`config.mk`:
```
export PLATFORM = sky130hd
export DESIGN_NAME = score_7seg_scan_flat
export DESIGN_NICKNAME = d
export VERILOG_FILES = /design/src/rtl/score_7seg_scan_pkg.sv /design/src/rtl/score_7seg_scan_if.sv /design/src/rtl/score_7seg_scan_bcd_to_7seg.sv /design/src/rtl/score_7seg_scan.sv /design/src/flat_wrapper.sv
export SDC_FILE = /design/constraint.sdc
export NUM_CORES = 1
export LEC_CHECK = 0
export ABC_AREA = 1
export ABC_CLOCK_PERIOD_IN_PS = 1800
export CORE_MARGIN = 1
export CORE_UTILIZATION = 45
export CTS_BUF_LIST = sky130_fd_sc_hd__clkbuf_2
export DETAILED_ROUTE_END_ITERATION = 8
export HOLD_SLACK_MARGIN = 0.03
export PLACE_DENSITY_LB_ADDON = 0.15
export SLEW_MARGIN = 20
export SYNTH_ARGS = -nofsm -noshare
export SYNTH_HDL_FRONTEND = slang
export SYNTH_SLANG_ARGS = --single-unit
export TNS_END_PERCENT = 1
```
`constraint.sdc`:
```
create_clock -name clk -period 1.8 [get_ports clk]
set_input_delay 0.36 -clock clk [delete_from_list [all_inputs] [get_ports clk]]
set_output_delay 0.36 -clock clk [all_outputs]
set_load 0.1 [all_outputs]
```
`src/rtl/score_7seg_scan_pkg.sv`:
```
// rtl/score_7seg_scan_pkg.sv - shared segment/anode constants and slot indices for the score display scanner
package score_disp_pkg;

    localparam logic [6:0] SEG_0     = 7'b1000000;
    localparam logic [6:0] SEG_1     = 7'b1111001;
    localparam logic [6:0] SEG_2     = 7'b0100100;
    localparam logic [6:0] SEG_3     = 7'b0110000;
    localparam logic [6:0] SEG_4     = 7'b0011001;
    localparam logic [6:0] SEG_5     = 7'b0010010;
    localparam logic [6:0] SEG_6     = 7'b0000010;
    localparam logic [6:0] SEG_7     = 7'b1111000;
    localparam logic [6:0] SEG_8     = 7'b0000000;
    localparam logic [6:0] SEG_9     = 7'b0010000;
    localparam logic [6:0] SEG_BLANK = 7'b1111111;
    localparam logic [6:0] SEG_DASH  = 7'b0111111;

    localparam logic [3:0] AN_OFF = 4'b1111;

    localparam logic [1:0] SLOT_ONES = 2'd0;
    localparam logic [1:0] SLOT_TENS = 2'd1;
    localparam logic [1:0] SLOT_HUND = 2'd2;
    localparam logic [1:0] SLOT_IDLE = 2'd3;

    typedef struct packed {
        logic [3:0] h;
        logic [3:0] t;
        logic [3:0] o;
    } bcd3_t;

    // Active-low anode pattern for a slot; the idle slot lights nothing.
    function automatic logic [3:0] an_for_slot(input logic [1:0] slot);
        case (slot)
            SLOT_ONES: an_for_slot = 4'b1110;
            SLOT_TENS: an_for_slot = 4'b1101;
            SLOT_HUND: an_for_slot = 4'b1011;
            default:   an_for_slot = AN_OFF;
        endcase
    endfunction

endpackage

```
`src/rtl/score_7seg_scan_if.sv`:
```
// rtl/score_7seg_scan_if.sv - BCD digit inputs and display pin outputs of the scanner; blink under SCORE_BLINK_EN
interface score_7seg_scan_if;
    logic [3:0] hundreds;
    logic [3:0] tens;
    logic [3:0] ones;
    logic [3:0] an;
    logic [6:0] seg;
    logic       dp;
`ifdef SCORE_BLINK_EN
    logic       blink;

    modport master (output hundreds, tens, ones, blink, input an, seg, dp);
    modport slave  (input hundreds, tens, ones, blink, output an, seg, dp);
`else
    modport master (output hundreds, tens, ones, input an, seg, dp);
    modport slave  (input hundreds, tens, ones, output an, seg, dp);
`endif
endinterface

```
`src/rtl/score_7seg_scan_bcd_to_7seg.sv`:
```
// rtl/score_7seg_scan_bcd_to_7seg.sv - BCD digit to active-low segment pattern, dash for 10-15
module bcd_to_7seg
    import score_disp_pkg::*;
(
    input  logic [3:0] digit_i,
    output logic [6:0] seg_o
);

    always_comb begin
        seg_o = SEG_DASH;
        case (digit_i)
            4'd0: seg_o = SEG_0;
            4'd1: seg_o = SEG_1;
            4'd2: seg_o = SEG_2;
            4'd3: seg_o = SEG_3;
            4'd4: seg_o = SEG_4;
            4'd5: seg_o = SEG_5;
            4'd6: seg_o = SEG_6;
            4'd7: seg_o = SEG_7;
            4'd8: seg_o = SEG_8;
            4'd9: seg_o = SEG_9;
            default: seg_o = SEG_DASH;
        endcase
    end

endmodule

```
`src/rtl/score_7seg_scan.sv`:
```
// rtl/score_7seg_scan.sv - time-multiplexed 4-digit score display with leading-zero blanking
// Optional blinking of the whole display is built when SCORE_BLINK_EN is defined.
module score_7seg_scan
    import score_disp_pkg::*;
#(
    parameter int REFRESH_CNT = 100000,
    parameter int CNT_W       = 17
`ifdef SCORE_BLINK_EN
   ,parameter int BLINK_CNT   = 25000000
`endif
)(
    input  logic            clk,
    input  logic            rst,
    score_7seg_scan_if.slave disp
);

    localparam logic [CNT_W-1:0] CNT_LAST = CNT_W'(REFRESH_CNT - 1);

    logic [CNT_W-1:0] cnt_q, cnt_d;
    logic [1:0]       slot_q, slot_d;
    bcd3_t            snap_q, snap_d;
    logic [3:0]       an_q, an_d;
    logic [6:0]       seg_q, seg_d;

    logic             wrap;
    logic [3:0]       digit;
    logic             blank;
    logic [6:0]       dec_seg;
    logic [3:0]       an_sel;

    bcd_to_7seg u_dec (
        .digit_i (digit),
        .seg_o   (dec_seg)
    );

    assign wrap = (cnt_q == CNT_LAST);

    always_comb begin
        cnt_d  = wrap ? '0 : cnt_q + 1'b1;
        slot_d = wrap ? slot_q + 2'd1 : slot_q;
        // Capture only at the frame boundary so a digit never changes mid-frame.
        snap_d = snap_q;
        if (wrap && slot_q == SLOT_IDLE) begin
            snap_d = '{h: disp.hundreds, t: disp.tens, o: disp.ones};
        end

        digit = snap_q.o;
        blank = 1'b0;
        case (slot_q)
            SLOT_ONES: begin
                digit = snap_q.o;
                blank = 1'b0;
            end
            SLOT_TENS: begin
                digit = snap_q.t;
                blank = (snap_q.h == 4'd0) && (snap_q.t == 4'd0);
            end
            SLOT_HUND: begin
                digit = snap_q.h;
                blank = (snap_q.h == 4'd0);
            end
            default: begin
                digit = 4'd0;
                blank = 1'b1;
            end
        endcase

        an_sel = blank ? AN_OFF : an_for_slot(slot_q);
        seg_d  = blank ? SEG_BLANK : dec_seg;
    end

`ifdef SCORE_BLINK_EN
    localparam int BW = $clog2(BLINK_CNT) + 1;
    localparam logic [BW-1:0] BLINK_LAST = BW'(BLINK_CNT - 1);

    logic [BW-1:0] blink_cnt_q, blink_cnt_d;
    logic          phase_q, phase_d;

    always_comb begin
        blink_cnt_d = '0;
        phase_d     = 1'b0;
        if (disp.blink) begin
            if (blink_cnt_q == BLINK_LAST) begin
                blink_cnt_d = '0;
                phase_d     = ~phase_q;
            end else begin
                blink_cnt_d = blink_cnt_q + 1'b1;
                phase_d     = phase_q;
            end
        end
        an_d = phase_q ? AN_OFF : an_sel;
    end

    always_ff @(posedge clk) begin
        if (rst) begin
            blink_cnt_q <= '0;
            phase_q     <= 1'b0;
        end else begin
            blink_cnt_q <= blink_cnt_d;
            phase_q     <= phase_d;
        end
    end
`else
    always_comb begin
        an_d = an_sel;
    end
`endif

    always_ff @(posedge clk) begin
        if (rst) begin
            cnt_q  <= '0;
            slot_q <= SLOT_ONES;
            snap_q <= '0;
            an_q   <= AN_OFF;
            seg_q  <= SEG_BLANK;
        end else begin
            cnt_q  <= cnt_d;
            slot_q <= slot_d;
            snap_q <= snap_d;
            an_q   <= an_d;
            seg_q  <= seg_d;
        end
    end

    assign disp.an  = an_q;
    assign disp.seg = seg_q;
    assign disp.dp  = 1'b1;

endmodule

```
`src/flat_wrapper.sv`:
```
// flat-port wrapper written by rule: the top's interface ports become plain ports
module score_7seg_scan_flat import score_disp_pkg::*;
#(
    parameter int REFRESH_CNT = 100000,
    parameter int CNT_W       = 17

)
  (clk, rst, disp_hundreds, disp_tens, disp_ones, disp_an, disp_seg, disp_dp);
  score_7seg_scan_if disp_i ();
  input  logic clk;
  input  logic rst;
  input wire logic [$bits(disp_i.hundreds)-1:0] disp_hundreds;
  input wire logic [$bits(disp_i.tens)-1:0] disp_tens;
  input wire logic [$bits(disp_i.ones)-1:0] disp_ones;
  output wire logic [$bits(disp_i.an)-1:0] disp_an;
  output wire logic [$bits(disp_i.seg)-1:0] disp_seg;
  output wire logic [$bits(disp_i.dp)-1:0] disp_dp;
  assign disp_i.hundreds = disp_hundreds;
  assign disp_i.tens = disp_tens;
  assign disp_i.ones = disp_ones;
  assign disp_an = disp_i.an;
  assign disp_seg = disp_i.seg;
  assign disp_dp = disp_i.dp;
  score_7seg_scan #(.REFRESH_CNT(REFRESH_CNT), .CNT_W(CNT_W)) u_core (.clk(clk), .rst(rst), .disp(disp_i));
endmodule
```
==> results of run 1 <==
## critical path, cell delays in order, from the launching register on
cell,delay [ps]
dfxtp_4,400
inv_2,100
ha_4,150
nand2_1,50
nand3_1,90
nand2_2,50
buf_4,150
ha_1,180
or2_2,300
nand3_1,70
nand2_1,50
## area by class of cell
type / instances / share of cell area, %
Clock buffer: 5 / 0.939
Clock inverter: 3 / 0.469
Inverter: 38 / 5.44
Multi-Input combinational cell: 212 / 43.3
Sequential cell: 41 / 31.1
Tap cell: 52 / 2.44
Timing Repair Buffer: 37 / 16.3
## kinds of logic after synthesis
| logic type | Yosys count |
|---|---|
| flops | 41 |
| buf+inv | 46 |
| xor+xnor | 5 |
| other cells | 1 |
| simple gates | 174 |
| fa+ha+maj | 12 |
| compound gates | 19 |
## state kept, by name, summed over array words and instances, names as in the netlist
name             count
u_core.snap_q       12
u_core.slot_q        2
u_core.disp.seg      7
u_core.disp.an       3
u_core.cnt_q        17
## stage by stage
step / instances / setup slack [ps] / cell area, um2 / hold WS [ps] / utilization [%]
2_1_floorplan: 299 / 0.759 / 2130 / 417 / -
3_3_place_gp: 379 / 62.3 / 2570 / 431 / 57.8
3_5_place_dp: 379 / 17.0 / 2570 / 445 / 57.8
4_1_cts: 387 / 8.51 / 2610 / 475 / 58.6
5_1_grt: 388 / 6.22 / 2670 / 494 / 60.0
6_report: 388 / 115 / 2670 / 472 / 60.0
## power groups by stage
stage               Sequential (W)  Clock [W]  Combinational, W
CTS                       0.000934   0.000397          0.000187
global placement          0.000952          0          0.000185
finish                    0.000930   0.000380          0.000185
floorplan                  0.00101          0         0.0000573
detailed placement        0.000952          0          0.000187
global route              0.000933   0.000434          0.000197
## worst max path at each step
stage,endpoint,from,slack [ps]
finish,u_core.disp.seg[3]$_SDFF_PP1_,u_core.slot_q[1]$_SDFFE_PP0P_,120
CTS,u_core.disp.seg[3]$_SDFF_PP1_,u_core.slot_q[0]$_SDFFE_PP0P_,9
floorplan,u_core.disp.seg[3]$_SDFF_PP1_,u_core.slot_q[0]$_SDFFE_PP0P_,0.8
global placement,u_core.disp.seg[3]$_SDFF_PP1_,u_core.slot_q[0]$_SDFFE_PP0P_,60
global route,u_core.disp.seg[3]$_SDFF_PP1_,u_core.slot_q[1]$_SDFFE_PP0P_,6
detailed placement,u_core.disp.seg[3]$_SDFF_PP1_,u_core.slot_q[0]$_SDFFE_PP0P_,20
## cell usage after synthesis
library cell,n
nand3_1,21
o21ai_0,6
ha_1,12
buf_2,1
nand2_2,4
inv_1,29
nor2_1,57
conb_1,1
nand4_1,15
xnor2_1,1
nand3b_1,1
xor2_1,4
buf_6,1
inv_2,7
nor2_4,3
nand3_4,1
nor2_2,4
a21oi_1,8
buf_1,2
or2_0,1
o31ai_1,1
dfxtp_1,41
nor3b_1,1
nand2_1,59
clkinv_1,2
or2_2,3
nor3_1,3
buf_4,4
o21bai_1,1
nand3_2,1
o21ai_1,3
## what timing repair did
action / CTS / global route
buffers inserted: 0 / 1
gates resized for setup: 1 / 15
setup endpoints to repair: 2 / 6
gates cloned: 0 / 0
pin swaps: 0 / 2
## per-layer routing
metal | wire length [um] | track usage [%]
met2 | 1850 | 27.2
met1 | 1930 | 24.2
met5 | 0 | 0
met4 | 70 | 8.44
met3 | 177 | 4.42
==> impl_metrics.env, run 1 <==
export IMPL_status="finished with violations"
export IMPL_violations="design-rule violations"
export IMPL_grt_start_max_net_pins=18
export IMPL_syn_cell_area_mm2=0.00212
export IMPL_grt_pass1_wl_um=7030
export IMPL_min_to="u_core.cnt_q[0]$_SDFF_PP0_"
export IMPL_root_buffer="clkbuf_2"
export IMPL_yosysTopAreaCell="dfxtp_1"
export IMPL_switching_power_w=0.000421
export IMPL_crit_type="flop to flop"
export IMPL_htreeDepth=2
export IMPL_fin_crit_sh_pct=93.6
export IMPL_min_path_type="flop to flop"
export IMPL_final_fill_count=407
export IMPL_syn_to_final_growth_pct=26.0
export IMPL_gp_congestion=0.817
export IMPL_synth_simple_area_share_pct=37.8
export IMPL_synth_warnings=0
export IMPL_peakVddDrop_uv=373
export IMPL_drt_iter0_markers=105
export IMPL_synthMuxAreaShare_pct=0
export IMPL_synth_top_area_share_pct=38.8
export IMPL_final_common_cell="nand2_1"
export IMPL_clkTransAtPathRegs_ps=180
export IMPL_coreArea_mm2=0.00444
export IMPL_p_comb_share_pct=12.4
export IMPL_worst_setup_path_start_kind="flop"
export IMPL_finalClockSkew_ps=16.5
export IMPL_grt_pass1_vias=1597
export IMPL_power_frac_clock_pct=25.4
export IMPL_die_area_mm2=0.00498
export IMPL_regArea_um2=828
export IMPL_wl_um=4030
export IMPL_synth_distinct_cells=31
export IMPL_vias=1882
export IMPL_clockBufferDepth=2
export IMPL_layout_drive_gt1_share_pct=19.3
export IMPL_multi_input_area_mm2=0.00115
export IMPL_pwr_share_seq_pct=62.2
export IMPL_p_sw_share_pct=28.1
export IMPL_diodes=0
export IMPL_clk_insertion_delay_late_ps=420
export IMPL_endpoint_kind="flop"
export IMPL_cts_num_sinks=41
export IMPL_finalPower_w=0.00150
export IMPL_synth_seq_cells=41
export IMPL_synth_top_family_by_area="simple AND/OR/NAND/NOR gates"
export IMPL_reg2reg_depth=10
export IMPL_hold_path_depth=1
export IMPL_hpwl_um=3070
export IMPL_yosysSeqAreaShare_pct=38.8
export IMPL_layout_common_cells="57 x nand2_1, 56 x nor2_1, 39 x dfxtp_1"
export IMPL_grt_total_usage_pct=17.9
export IMPL_ant_nets=0
export IMPL_start_util_pct=47.6
export IMPL_synth_compound_area_share_pct=4.73
export IMPL_crit_path_max_fanout=5
export IMPL_numCtsBuffers=5
export IMPL_synthCells=298
export IMPL_dr_pass1_iters=6
export IMPL_final_hold_viol_count=0
export IMPL_cp_required_ps=2110
export IMPL_drv_cap=0
export IMPL_leakagePower_nw=1.13
export IMPL_ios=26
export IMPL_finalSetupTns_ps=0
export IMPL_std_cell_rows=24
export IMPL_grt_overflow=0
export IMPL_drv_slew=0
export IMPL_r2r_setup_slack_ps=120
export IMPL_final_nets=361
export IMPL_p_per_area_mw_per_mm2=561
export IMPL_yosys_area_share_xor_xnor_pct=2.07
export IMPL_tritoncts="yes"
export IMPL_vias_per_cell=4.85
export IMPL_die_height_um=70.6
export IMPL_port_buffers=23
export IMPL_r2r_end="u_core.disp.seg[3]$_SDFF_PP1_"
export IMPL_rsz0062_at_grt="no"
export IMPL_p_int_w=0.00108
export IMPL_synthTopCellsByArea="dfxtp_1 39%, nand2_1 10%, nor2_1 10%"
export IMPL_route_detailed_drc=4
export IMPL_setup_viol=0
export IMPL_worstReg2RegStart="u_core.slot_q[1]$_SDFFE_PP0P_"
export IMPL_hold_start="u_core.cnt_q[0]$_SDFF_PP0_"
export IMPL_synthAdderAreaFrac_pct=7.10
export IMPL_postCtsHoldBufs=0
export IMPL_layout_min_cycle_time_ps=1680
export IMPL_max_freq_mhz=594
export IMPL_synth_avg_cell_area_um2=7.10
export IMPL_antenna_found_initial=0
export IMPL_wl_per_cell_um=10.4
export IMPL_dieWidth_um=70.6
export IMPL_cp_arrival_ps=2000
Note: power is estimated with default switching activity, not from simulation.
==> inputs of run 2 (changes only) <==
--- a/config.mk
+++ b/config.mk
@@ -11,6 +11,7 @@
 export CORE_UTILIZATION = 45
 export CTS_BUF_LIST = sky130_fd_sc_hd__clkbuf_2
 export DETAILED_ROUTE_END_ITERATION = 8
+export GPL_ROUTABILITY_DRIVEN = 0
 export HOLD_SLACK_MARGIN = 0.03
 export PLACE_DENSITY_LB_ADDON = 0.15
 export SLEW_MARGIN = 20
==> run 2 against run 1 <==
Against the previous run: the flow still finishes with violations (design-rule violations); register-to-register slack worse by 20 ps; setup slack got worse by 20 ps; non-clock buffer count rose by 1; clock-buffer cell count unchanged; final cell count is 0.26% higher; hold slack improved by 0.57 ps; global-route usage rose by 1.2 points; clock skew is 0.89 ps lower; critical endpoint unchanged; via count grew 0.90%.
==> impl_metrics.env, run 2 (same netlist as run 1, synthesis figures left out) <==
export IMPL_status="finished with violations"
export IMPL_violations="design-rule violations"
export IMPL_setup_viol=0
export IMPL_root_buffer="clkbuf_2"
export IMPL_p_sw_share_pct=27.0
export IMPL_clockBufferDepth=2
export IMPL_final_common_cell="nand2_1"
export IMPL_grt_total_usage_pct=19.2
export IMPL_drv_slew=0
export IMPL_vias=1899
export IMPL_layout_min_cycle_time_ps=1700
export IMPL_worstPathCellList="inv_4, ha_2, nand2_1, nand3_1, nand2_2, inv_1, ha_4, or2_2, nand3_1, nand2_1"
export IMPL_coreArea_mm2=0.00444
export IMPL_dr_pass1_iters=6
export IMPL_min_path_type="flop to flop"
export IMPL_final_hold_viol_count=0
export IMPL_pwr_share_seq_pct=55.4
export IMPL_finalPower_w=0.00168
export IMPL_std_cell_rows=24
export IMPL_clk_insertion_delay_late_ps=420
export IMPL_grt_pass1_wl_um=7580
export IMPL_start_util_pct=47.6
export IMPL_die_height_um=70.6
export IMPL_p_per_area_mw_per_mm2=618
export IMPL_worst_slack_ps=95.4
export IMPL_vias_per_cell=4.88
export IMPL_endpoint_kind="flop"
export IMPL_cp_required_ps=2130
export IMPL_clkTransAtPathRegs_ps=230
export IMPL_hpwl_um=3030
export IMPL_crit_path_max_fanout=4
export IMPL_leakagePower_nw=1.16
export IMPL_path_buf_inv=2
export IMPL_finalClockSkew_ps=15.6
export IMPL_tritoncts="yes"
export IMPL_largest_reg_flops=17
export IMPL_final_fill_count=417
export IMPL_dieWidth_um=70.6
export IMPL_wl_um=4110
export IMPL_worst_setup_path_start_kind="flop"
export IMPL_grt_pass1_vias=1760
export IMPL_die_area_mm2=0.00498
export IMPL_port_buffers=23
export IMPL_final_nets=362
export IMPL_largest_register="u_core.cnt_q"
export IMPL_max_stage_delay_ps=420
export IMPL_drv_cap=0
export IMPL_numCtsBuffers=5
export IMPL_r2r_setup_slack_ps=100
export IMPL_layout_drive_gt1_share_pct=21.1
export IMPL_dp_slack_ps=6.16
export IMPL_antenna_found_initial=0
export IMPL_p_int_w=0.00123
export IMPL_switching_power_w=0.000455
export IMPL_fin_crit_sh_pct=94.7
export IMPL_p_comb_share_pct=11.0
export IMPL_diodes=0
export IMPL_finalSetupTns_ps=0
export IMPL_critical_path_top_delay_family="simple AND/OR/NAND/NOR gates"
export IMPL_grt_start_max_net_pins=18
export IMPL_drt_iter0_markers=103
export IMPL_power_frac_clock_pct=33.6
export IMPL_cp_arrival_ps=2040
export IMPL_htreeDepth=2
export IMPL_max_freq_mhz=587
export IMPL_syn_to_final_growth_pct=28.6
export IMPL_crit_type="flop to flop"
export IMPL_rsz0062_at_grt="no"
export IMPL_peakVddDrop_uv=332
export IMPL_ios=26
export IMPL_whs_ps=473
export IMPL_cts_num_sinks=41
export IMPL_crit_slowest_cell="dfxtp_4"
export IMPL_ant_nets=0
export IMPL_wl_per_cell_um=10.6
export IMPL_route_detailed_drc=4
export IMPL_grt_overflow=0
export IMPL_layout_common_cells="57 x nand2_1, 56 x nor2_1, 39 x dfxtp_1"
## run 2: metal layers
metal / track usage (%) / wire, um / vias up
li1: - / - / 1010
met1: 25.4 / 2010 / 842
met2: 30.9 / 1870 / 42
met3: 4.27 / 179 / 5
met4: 7.33 / 60 / 0
met5: 0 / 0 / -
## run 2: worst reg2reg max path: stages (launching register included)
cell	delay, ps
dfxtp_4	420
inv_4	70
ha_2	180
nand2_1	60
nand3_1	80
nand2_2	50
inv_1	110
ha_4	210
or2_2	300
nand3_1	80
nand2_1	50
## run 2: worst paths after layout
kind / to / start / depth (start not counted)
setup / recovery: u_core.disp.seg[3]$_SDFF_PP1_ / u_core.slot_q[0]$_SDFFE_PP0P_ / 10
hold / removal: u_core.cnt_q[0]$_SDFF_PP0_ / u_core.cnt_q[0]$_SDFF_PP0_ / 1
setup reg to reg: u_core.disp.seg[3]$_SDFF_PP1_ / u_core.slot_q[0]$_SDFFE_PP0P_ / 10
hold reg to reg: u_core.cnt_q[0]$_SDFF_PP0_ / u_core.cnt_q[0]$_SDFF_PP0_ / 1
## run 2: power groups by stage
stage	registers, W	clock network, W	logic (W)
6_report	0.000931	0.000565	0.000185
5_1_grt	0.000934	0.000615	0.000197
4_1_cts	0.000933	0.000583	0.000186
3_5_place_dp	0.000952	0	0.000186
3_3_place_gp	0.000952	0	0.000185
2_1_floorplan	0.00101	0	0.0000573
## run 2: timing repair
item | CTS | global route
hold buffers | 0 | 0
endpoints found under the setup margin | 2 | 5
resized for setup | 3 | 16
pin swaps | 0 | 4
setup buffers | 1 | 2
## run 2: area by class of cell
| type | count | area, um2 | area share [%] |
|---|---|---|---|
| clock inverters | 3 | 46.3 | 1.70 |
| flip-flops and latches | 41 | 828 | 30.5 |
| multi-input cells | 212 | 1160 | 42.8 |
| clock buffers | 5 | 25.0 | 0.920 |
| inverters | 38 | 148 | 5.43 |
| repair buffers | 38 | 443 | 16.3 |
| well taps | 52 | 65.1 | 2.39 |
## run 2: per-stage QoR
stage               area [um2]  std cells  util (%)
global route              2720        389      61.2
floorplan                 2130        299         -
global placement          2560        378      57.6
detailed placement        2560        378      57.6
CTS                       2650        387      59.5
finish                    2720        389      61.2
